[src/rtl/gray_code_counter.sv]
// gray_code_counter: up/down binary counter with registered binary and Gray
// outputs, parallel load in binary or Gray format, terminal-count, wrap and
// change flags.
// Optional build macro GRAY_CNT_SAT_EN: when defined, the counter saturates
// at its terminal value instead of wrapping (o_wrap is then always 0).
module gray_code_counter #(
  parameter int unsigned BW_DATA = 8
) (
  input  logic               i_clk,
  input  logic               i_rst,
  input  logic               i_clr,
  input  logic               i_load,
  input  logic               i_load_gray,
  input  logic [BW_DATA-1:0] i_data,
  input  logic               i_en,
  input  logic               i_up,
  output logic [BW_DATA-1:0] o_bin,
  output logic [BW_DATA-1:0] o_gray,
  output logic               o_tc,
  output logic               o_wrap,
  output logic               o_chg
);

  localparam int unsigned W = BW_DATA;

  logic [W-1:0] bin_q;
  logic [W-1:0] gray_q;
  logic         wrap_q;
  logic         chg_q;

  logic [W-1:0] load_bin;
  logic [W-1:0] bin_next;
  logic         wrap_next;
  logic         chg_next;

  // Gray-to-binary: each binary bit is the XOR of all Gray bits at or above it
  always_comb begin
    load_bin = '0;
    for (int k = 0; k < int'(W); k++) begin
      load_bin[k] = ^(i_data >> k);
    end
  end

  // Terminal count depends only on the current count and the direction
  assign o_tc = i_up ? (bin_q == {W{1'b1}}) : (bin_q == '0);

  // Next count: clear beats load beats count-enable
  always_comb begin
    bin_next  = bin_q;
    wrap_next = 1'b0;
    if (i_clr) begin
      bin_next = '0;
    end else if (i_load) begin
      bin_next = i_load_gray ? load_bin : i_data;
    end else if (i_en) begin
`ifdef GRAY_CNT_SAT_EN
      if (!o_tc) begin
        bin_next = i_up ? (bin_q + W'(1)) : (bin_q - W'(1));
      end
`else
      bin_next  = i_up ? (bin_q + W'(1)) : (bin_q - W'(1));
      wrap_next = o_tc;
`endif
    end
    chg_next = (bin_next != bin_q);
  end

  // Count register, Gray image of the next count and the two pulse flags
  always_ff @(posedge i_clk or posedge i_rst) begin
    if (i_rst) begin
      bin_q  <= '0;
      gray_q <= '0;
      wrap_q <= 1'b0;
      chg_q  <= 1'b0;
    end else begin
      bin_q  <= bin_next;
      gray_q <= bin_next ^ (bin_next >> 1);
      wrap_q <= wrap_next;
      chg_q  <= chg_next;
    end
  end

  assign o_bin  = bin_q;
  assign o_gray = gray_q;
  assign o_wrap = wrap_q;
  assign o_chg  = chg_q;

endmodule
[config.mk]
export PLATFORM = sky130hd
export DESIGN_NAME = gray_code_counter
export DESIGN_NICKNAME = d
export VERILOG_FILES = /design/src/rtl/gray_code_counter.sv
export SDC_FILE = /design/constraint.sdc
export NUM_CORES = 1
export LEC_CHECK = 0
export BUFFER_PORTS_ARGS = -buffer_cell sky130_fd_sc_hd__buf_2
export CAP_MARGIN = 10
export CORE_ASPECT_RATIO = 1.75
export CORE_MARGIN = 1
export CORE_UTILIZATION = 59
export DETAILED_ROUTE_END_ITERATION = 10
export PLACE_DENSITY = 0.84
export SLEW_MARGIN = 10
export SYNTH_ARGS = -nofsm -noshare
export SYNTH_HDL_FRONTEND = slang
export SYNTH_SLANG_ARGS = --single-unit
[constraint.sdc]
create_clock -name i_clk -period 4 [get_ports i_clk]
set_input_delay 0.6 -clock i_clk [delete_from_list [all_inputs] [get_ports i_clk]]
set_output_delay 0.6 -clock i_clk [all_outputs]
set_load 0.02 [all_outputs]
==> results of run 1 <==
-- power by group --
part           internal (mW)  switching, mW  total [mW]
logic                  0.136          0.190       0.326
registers              0.196         0.0308       0.227
clock network         0.0696         0.0665       0.136
-- cell families (layout without fill, tap and decap cells) --
kind of cell               after synthesis  after routing  synth area share, %
buffers and inverters                   23             46                 5.39
AOI/OAI and AO/OA                       63             63                 25.5
and+or+nand+nor                         74             74                 23.9
xor gates and xnor gates                19             19                 11.6
DFF                                     17             17                 24.1
adders and majority gates                7              7                 5.39
muxes                                    7              7                 4.18
-- path summary, 6_finish.rpt --
kind | from | end | slack [ns] | cells after the start
max in group asynchronous | i_rst | o_bin[2] | 3.16 | 2
min | i_rst | o_bin[1] | 0.42 | 2
min reg2reg | o_bin[3] | o_bin[3] | 0.79 | 2
max | i_up | o_chg | 1.15 | 10
min in group i_clk | i_clr | o_gray[0] | 0.72 | 2
max reg2reg | o_bin[0] | o_chg | 1.18 | 8
-- cells in the mapped netlist, types with 4 or more instances --
master | instances | share of area, %
mux2i_1 | 4 | 2.3
nand2_1 | 12 | 2.6
o21ai_0 | 7 | 2.0
nand3b_1 | 6 | 2.6
clkbuf_1 | 11 | 2.3
ha_1 | 6 | 4.3
nor3_1 | 5 | 1.4
o211ai_1 | 6 | 2.6
dfrtp_1 | 17 | 24
a31oi_1 | 5 | 1.8
nor2_1 | 17 | 3.6
a21oi_1 | 11 | 3.1
xor2_1 | 6 | 3.0
nor4_1 | 4 | 1.4
or3_1 | 5 | 1.8
xnor2_1 | 10 | 5.0
inv_1 | 9 | 1.9
o21a_1 | 4 | 1.7
a211oi_1 | 8 | 3.4
-- stage by stage --
step	hold WS (ns)	utilization, %	instances	instance area, um^2	power [mW]
4_1_cts	0.439	70.0	260	1950	0.687
3_5_place_dp	0.726	68.4	256	1900	0.552
3_3_place_gp	0.708	68.4	256	1900	0.543
6_report	0.418	70.0	260	1950	0.689
5_1_grt	0.477	70.0	260	1950	0.728
2_1_floorplan	0.526	-	210	1770	0.470
-- metal layers --
layer | vias up | wire length, um | part of all wire (%)
li1 | 825 | - | -
met1 | 858 | 1700 | 38
met2 | 71 | 2380 | 53
met3 | 14 | 250 | 5.6
met4 | 0 | 165 | 3.7
met5 | - | 0 | 0
-- worst max-delay path, cell delays in order --
cell and delay (ns):
buf_2 0.12, inv_1 0.14, fa_1 0.50, xnor2_1 0.26, mux2_2 0.36, or3b_1 0.38
a21oi_1 0.15, o211ai_1 0.11, nor4_1 0.26, nand3_1 0.12
-- area by class of cell --
type                    instances  area (um^2)  area share, %
clock inverters                 1         5.00          0.257
well taps                      27         33.8           1.73
multi-input cells             170         1240           63.9
inverters                       9         33.8           1.73
clock buffers                   3         41.3           2.12
flip-flops and latches         17          425           21.8
repair buffers                 33          165           8.47
-- state kept, by name, summed over array words and instances (netlist names) --
signal  count
o_bin       8
o_gray      7
o_wrap      1
o_chg       1
==> results.json, run 1 <==
{
  "status": "finished with violations",
  "violations": "design-rule violations",
  "core_area_mm2": 0.00278,
  "yosysSeqAreaShare_pct": 24.1,
  "cts.sinks": 17,
  "met3_usage_pct": 2.43,
  "fin_skew_ns": 0.00396,
  "grt_usage_pct": 31.1,
  "die_x_um": 43.4,
  "cts_buffers": 3,
  "grt_pass1_vias": 1622,
  "syn-instance-count": 210,
  "clk_pin_slew_ns": 0.07,
  "finalCritPeriodShare_pct": 71.3,
  "slew_viol_final": 0,
  "synth-edff-count": 0,
  "antenna_found_initial": 0,
  "port_buffers": 33,
  "grt_start_max_net_pins": 23,
  "yosysUniqueCellTypes": 54,
  "start_kind": "input port",
  "gp_congestion": 0.868,
  "synthArstFlopShare_pct": 100,
  "postLayoutSetupSlackWorst_ns": 1.15,
  "finalHoldViolations": 0,
  "wirelength_mm": 4.50,
  "drive_gt1_share_pct": 22.3,
  "htreeDepth": 1,
  "relSlewSlack_pct": 55.5,
  "syn_area_mm2": 0.00177,
  "critical_path_required_ns": 4.14,
  "synth_ff_type": "dfrtp_1",
  "peakVddDrop_v": 0.000187,
  "min_period_ns": 2.85,
  "synth.avg_cell_area_um2": 8.41,
  "dp_hpwl_mm": 3.36,
  "cts_tree": "done",
  "pwr_density_cell_mw_per_mm2": 353,
  "antennaDiodeCount": 0,
  "row_count": 25,
  "post_cts_buffers": 0,
  "areaGrowthSynthToFinish_pct": 10.4,
  "nNetsFinal": 256,
  "cp_max_fo": 7,
  "endpoint_kind": "flip-flop",
  "grt_pass1_wl_mm": 7.42,
  "drv_cap": 0,
  "wl_per_cell_um": 17.3,
  "final_common_cell": "buf_2",
  "ys_warn_count": 0,
  "clock_latency_ns": 0.27,
  "vias": 1768,
  "antenna_left": 0,
  "timing.fmax_mhz": 351,
  "die_y_um": 74.4,
  "pre_cts_ws_ns": 0.928,
  "layout_common_cells": "buf_2 (33), nor2_1 (17), dfrtp_1 (17)",
  "clockBufferDepth": 2,
  "worstMarginPinSlew_ns": 0.667,
  "arrival_ns": 3.00,
  "hold_buffers": 0,
  "hp-class": "input port to async pin",
  "vias_per_cell": 6.80,
  "crit_type": "input port to flip-flop",
  "met2_usage_pct": 53.2,
  "drtPass1Iterations": 7,
  "io_pins": 34,
  "synth_seq_cells": 17,
  "start_util_pct": 63.4,
  "use_met1_pct": 36.0,
  "synth_fp_nets": 232,
  "cts-resized-gates": 0,
  "fillers": 241,
  "cts_root_buf": "clkbuf_8",
  "busiest_layer": "met2",
  "final-setup-viol-count": 0,
  "rsz0062_at_grt": "false",
  "die_area_mm2": 0.00322,
  "drt_iter0_markers": 88,
  "overflow": 0,
  "drc_errors": 3,
  "p_leak_nw": 0.852,
  "setup_tns_ns": 0
}
(Power assumes the default switching activity.)
==> run 2: changes to the inputs <==
- CORE_UTILIZATION: 59 -> 56
- PLACE_DENSITY: 0.84 -> 0.81
- clock period: 4 -> 2.65 ns (I/O delays scaled with it)
==> results.json, run 2 (synthesis gave the netlist of run 1 again) <==
{
  "worstMarginPinSlew_ns": 0.612,
  "clock_latency_ns": 0.25,
  "rrSetupSlack_ns": 0.09,
  "p_leak_nw": 0.984,
  "final-setup-viol-count": 0,
  "die_x_um": 44.4,
  "grt_pass1_wl_mm": 7.65,
  "largest_reg_flops": 8,
  "vias": 1802,
  "timing.fmax_mhz": 390,
  "pwr_density_cell_mw_per_mm2": 512,
  "cts.sinks": 17,
  "peakVddDrop_v": 0.000354,
  "grt_usage_pct": 29.3,
  "wirelength_mm": 4.75,
  "setup_tns_ns": 0,
  "arrival_ns": 2.68,
  "row_count": 26,
  "status": "completed",
  "dp_hpwl_mm": 3.63,
  "start_kind": "flip-flop",
  "clk_pin_slew_ns": 0.06,
  "core_area_mm2": 0.00296,
  "port_buffers": 33,
  "antenna_left": 0,
  "reg2reg_to": "o_chg",
  "timing.rr.start": "o_bin[1]",
  "power_mw": 1.12,
  "gp_congestion": 0.938,
  "start_util_pct": 59.6,
  "hold_buffers": 0,
  "final_common_cell": "buf_2",
  "io_pins": 34,
  "fin_skew_ns": 0.000882,
  "areaGrowthSynthToFinish_pct": 24.3,
  "min_period_ns": 2.56,
  "drc_errors": 0,
  "hp-class": "input port to async pin",
  "overflow": 0,
  "grt_pass1_vias": 1643,
  "drive_gt1_share_pct": 32.4,
  "cp_slowest_stage_delay_ns": 0.43,
  "slew_viol_final": 0,
  "hold_ws_ns": 0.214,
  "die_y_um": 76.3,
  "cts_tree": "done",
  "antennaDiodeCount": 0,
  "critical_path_required_ns": 2.77,
  "cpMaxStageDelayCell": "dfrtp_1",
  "clockBufferDepth": 2,
  "drv_cap": 0,
  "drt_iter0_markers": 56,
  "wl_per_cell_um": 15.8,
  "cp_max_fo": 3,
  "reg2regPathDepth": 8,
  "cts_root_buf": "clkbuf_8",
  "die_area_mm2": 0.00339,
  "crit_type": "flip-flop to flip-flop",
  "finalCritPeriodShare_pct": 96.7,
  "drtPass1Iterations": 4,
  "grt_start_max_net_pins": 23,
  "cts_buffers": 3,
  "relSlewSlack_pct": 59.2,
  "finalHoldViolations": 0,
  "antenna_found_initial": 0,
  "htreeDepth": 1,
  "nNetsFinal": 282,
  "layout_common_cells": "buf_2 (33), buf_4 (26), nor2_1 (17), dfrtp_1 (17), nand2_1 (12)",
  "path_cells": "fa_2 -> xnor2_2 -> mux2_2 -> or3b_1 -> a21oi_2 -> o211ai_1 -> nor4_1 -> nand3_1",
  "endpoint_kind": "flip-flop",
  "vias_per_cell": 5.99
}
run 2: changes by cell type in the layout (fill, tap and decap cells not counted):
cell | previous run | this run
ha_2 | 0 | 2
a21oi_1 | 11 | 10
fa_1 | 1 | 0
a211oi_1 | 8 | 7
fa_2 | 0 | 1
xnor2_2 | 0 | 1
xnor2_1 | 10 | 9
ha_1 | 6 | 4
a21oi_2 | 0 | 1
buf_4 | 0 | 26
a211oi_4 | 0 | 1
run 2: per-layer routing:
metal  wire [um]  vias up  track usage (%)
li1            -      878                -
met1        1820      843             36.7
met2        2590       67             52.4
met3         201       14             2.13
met4         140        0             6.36
met5           0        -                0
run 2: repair_timing:
action	CTS	global route
setup buffers	0	2
endpoints found under the setup margin	0	1
gates resized for setup	0	7
run 2: worst max-delay path by stage:
stage | from | end | slack [ns]
after global placement | i_up | o_chg | -0.11
final | o_bin[1] | o_chg | 0.09
after CTS | o_bin[0] | o_chg | 0.04
after floorplan | i_up | o_chg | 0.08
after detailed placement | i_up | o_chg | -0.16
after global routing | i_up | o_chg | -0.05
run 2: area by class of cell:
| class | count | area (um^2) |
|---|---|---|
| clock buffer | 3 | 41.3 |
| clock inverter | 1 | 5.00 |
| fill | 245 | 766 |
| inverter | 9 | 33.8 |
| multi-input combinational | 170 | 1280 |
| sequential | 17 | 425 |
| tap | 42 | 52.6 |
| timing repair buffer | 59 | 360 |
run 2: where the power goes:
| group | switching, mW | internal, mW |
|---|---|---|
| registers | 0.0205 | 0.296 |
| logic | 0.343 | 0.277 |
| clock network | 0.0835 | 0.104 |
run 2: per-stage QoR:
| step | utilization (%) | area (um^2) | cells | setup slack [ns] |
|---|---|---|---|---|
| finish | 74.1 | 2190 | 301 | 0.0864 |
| global placement | 71.0 | 2100 | 295 | -0.108 |
| CTS | 72.6 | 2150 | 299 | 0.0351 |
| floorplan | - | 1770 | 210 | 0.0835 |
| global route | 74.1 | 2190 | 301 | -0.0469 |
| detailed placement | 71.0 | 2100 | 295 | -0.160 |
run 2: critical path: cells and delay by family, from the launching register on:
kind                     cells  cell delay, ns
AND/OR/NAND/NOR              3            0.81
flip-flops                   1            0.43
adder cells (fa/ha/maj)      1            0.41
multiplexers                 1            0.37
AO/OA/AOI/OAI                2            0.22
XOR/XNOR                     1            0.19
==> run 3: changes to the inputs <==
- REMOVE_ABC_BUFFERS: default -> 1
- SETUP_SLACK_MARGIN: default -> 0.3
==> results.json, run 3 (synthesis gave the netlist of run 1 again) <==
{
  "nNetsFinal": 283,
  "grt_pass1_wl_mm": 8.68,
  "fin_skew_ns": 0.00178,
  "p_seq_share_pct": 27.0,
  "final_common_cell": "buf_2",
  "die_area_mm2": 0.00339,
  "placed_area_mm2": 0.00210,
  "wl_per_cell_um": 18.2,
  "vias": 1899,
  "die_x_um": 44.4,
  "hold_buffers": 0,
  "cts.sinks": 17,
  "vias_per_cell": 6.29,
  "grt_usage_pct": 33.7,
  "pwr_density_cell_mw_per_mm2": 519,
  "min_period_ns": 2.53,
  "port_buffers": 33,
  "final-setup-viol-count": 0,
  "fin_area_mm2": 0.00226,
  "status": "completed",
  "rsz0062_at_grt": "true",
  "gp_congestion": 0.918,
  "drc_errors": 0,
  "crit_type": "input port to flip-flop",
  "cts_root_buf": "clkbuf_8",
  "met2_usage_pct": 56.5,
  "drive_gt1_share_pct": 34.2,
  "met3_usage_pct": 4.27,
  "peakVddDrop_v": 0.000484,
  "power_mw": 1.17,
  "hp-class": "input port to async pin",
  "worstMarginPinSlew_ns": 0.666,
  "clockPowerShare_pct": 17.5,
  "use_met1_pct": 37.9,
  "relSlewSlack_pct": 55.6,
  "antennaDiodeCount": 0,
  "switching_power_uw": 483,
  "drv_cap": 0,
  "overflow": 0,
  "cts_buffers": 3,
  "grt_start_max_net_pins": 18,
  "clockBufferDepth": 2,
  "p_leak_nw": 1.00,
  "cts_tree": "done",
  "dp_cells": 295,
  "cp_max_fo": 5,
  "row_count": 26,
  "areaGrowthSynthToFinish_pct": 27.8,
  "clk_pin_slew_ns": 0.07,
  "drtPass1Iterations": 4,
  "finalCritPeriodShare_pct": 95.5,
  "endpoint_kind": "flip-flop",
  "fin_util_pct": 76.2,
  "largest_reg_flops": 8,
  "grt_pass1_vias": 1882,
  "start_kind": "input port",
  "drt_iter0_markers": 90,
  "io_pins": 34,
  "arrival_ns": 2.66,
  "layout_common_cells": "buf_2 (33), buf_4 (26), nor2_1 (17), dfrtp_1 (17), nand2_1 (12)",
  "p_int_uw": 687,
  "slew_viol_final": 0,
  "setup_tns_ns": 0,
  "combPwrFrac_pct": 55.5,
  "netSwitchingFraction_pct": 41.3,
  "start_util_pct": 59.6,
  "htreeDepth": 1,
  "core_area_mm2": 0.00296,
  "critical_path_required_ns": 2.78,
  "dp_hpwl_mm": 3.91,
  "timing.fmax_mhz": 395,
  "die_y_um": 76.3,
  "clock_latency_ns": 0.26,
  "wirelength_mm": 5.50,
  "finalHoldViolations": 0,
  "busiest_layer": "met2",
  "instances_no_fill": 302,
  "antenna_found_initial": 0,
  "antenna_left": 0
}
## run 3: cell types whose count changed in the layout (fill, tap and decap cells not counted), moves of 2 or more
cell and change:
clkinvlp_4 +2, o21ai_0 -2, ha_2 -2, a211oi_2 +2, o21ai_1 +2, mux2_4 +2
mux2_2 -2
## run 3: layout make-up
type,instances,area [um^2]
Tap cell,42,52.6
Inverter,9,37.5
Multi-Input combinational cell,170,1320
Sequential cell,17,425
Clock buffer,3,41.3
Clock inverter,1,7.51
Timing Repair Buffer,60,372
Fill cell,224,704
## run 3: worst paths after layout
kind	end	cells past startpoint	start	slack, ns
max	o_chg	10	i_up	0.12
min	o_bin[0]	2	i_rst	0.23
max reg2reg	o_chg	8	o_bin[1]	0.13
min reg2reg	o_bin[7]	2	o_bin[7]	0.79
max in group asynchronous	o_gray[3]	2	i_rst	1.99
min in group i_clk	o_gray[0]	2	i_clr	0.45
## run 3: routing by layer
layer  wire [um]  up-vias
met4         297        0
met3         322       26
met2        2870      107
met1        2000      887
li1            -      879
met5           0        -
## run 3: repair_timing
action                                  in CTS  in global routing
endpoints found under the setup margin       5                  4
setup buffers                                1                  2
pin swaps                                    7                  8
gates resized for setup                     14                  5
## run 3: power by group through the flow
stage	registers [mW]	clock network [mW]	logic (mW)
after global placement	0.318	0	0.565
after detailed placement	0.320	0	0.576
final	0.316	0.204	0.650
after CTS	0.316	0.207	0.615
after floorplan	0.383	0	0.304
after global routing	0.319	0.216	0.696
## run 3: per-stage QoR
stage          hold slack (ns)  worst slack [ns]
2_1_floorplan            0.324            0.0461
3_3_place_gp             0.501           -0.0502
5_1_grt                  0.304            0.0404
6_report                 0.231             0.119
3_5_place_dp             0.531            -0.142
4_1_cts                  0.254             0.221
## run 3: critical path: stages
cell        delay (ns)
buf_2             0.11
clkinvlp_4        0.14
fa_2              0.46
xnor2_2           0.21
mux2_4            0.31
or3b_1            0.36
a21oi_2           0.14
o211ai_1          0.09
nor4_1            0.33
nand3_1           0.11
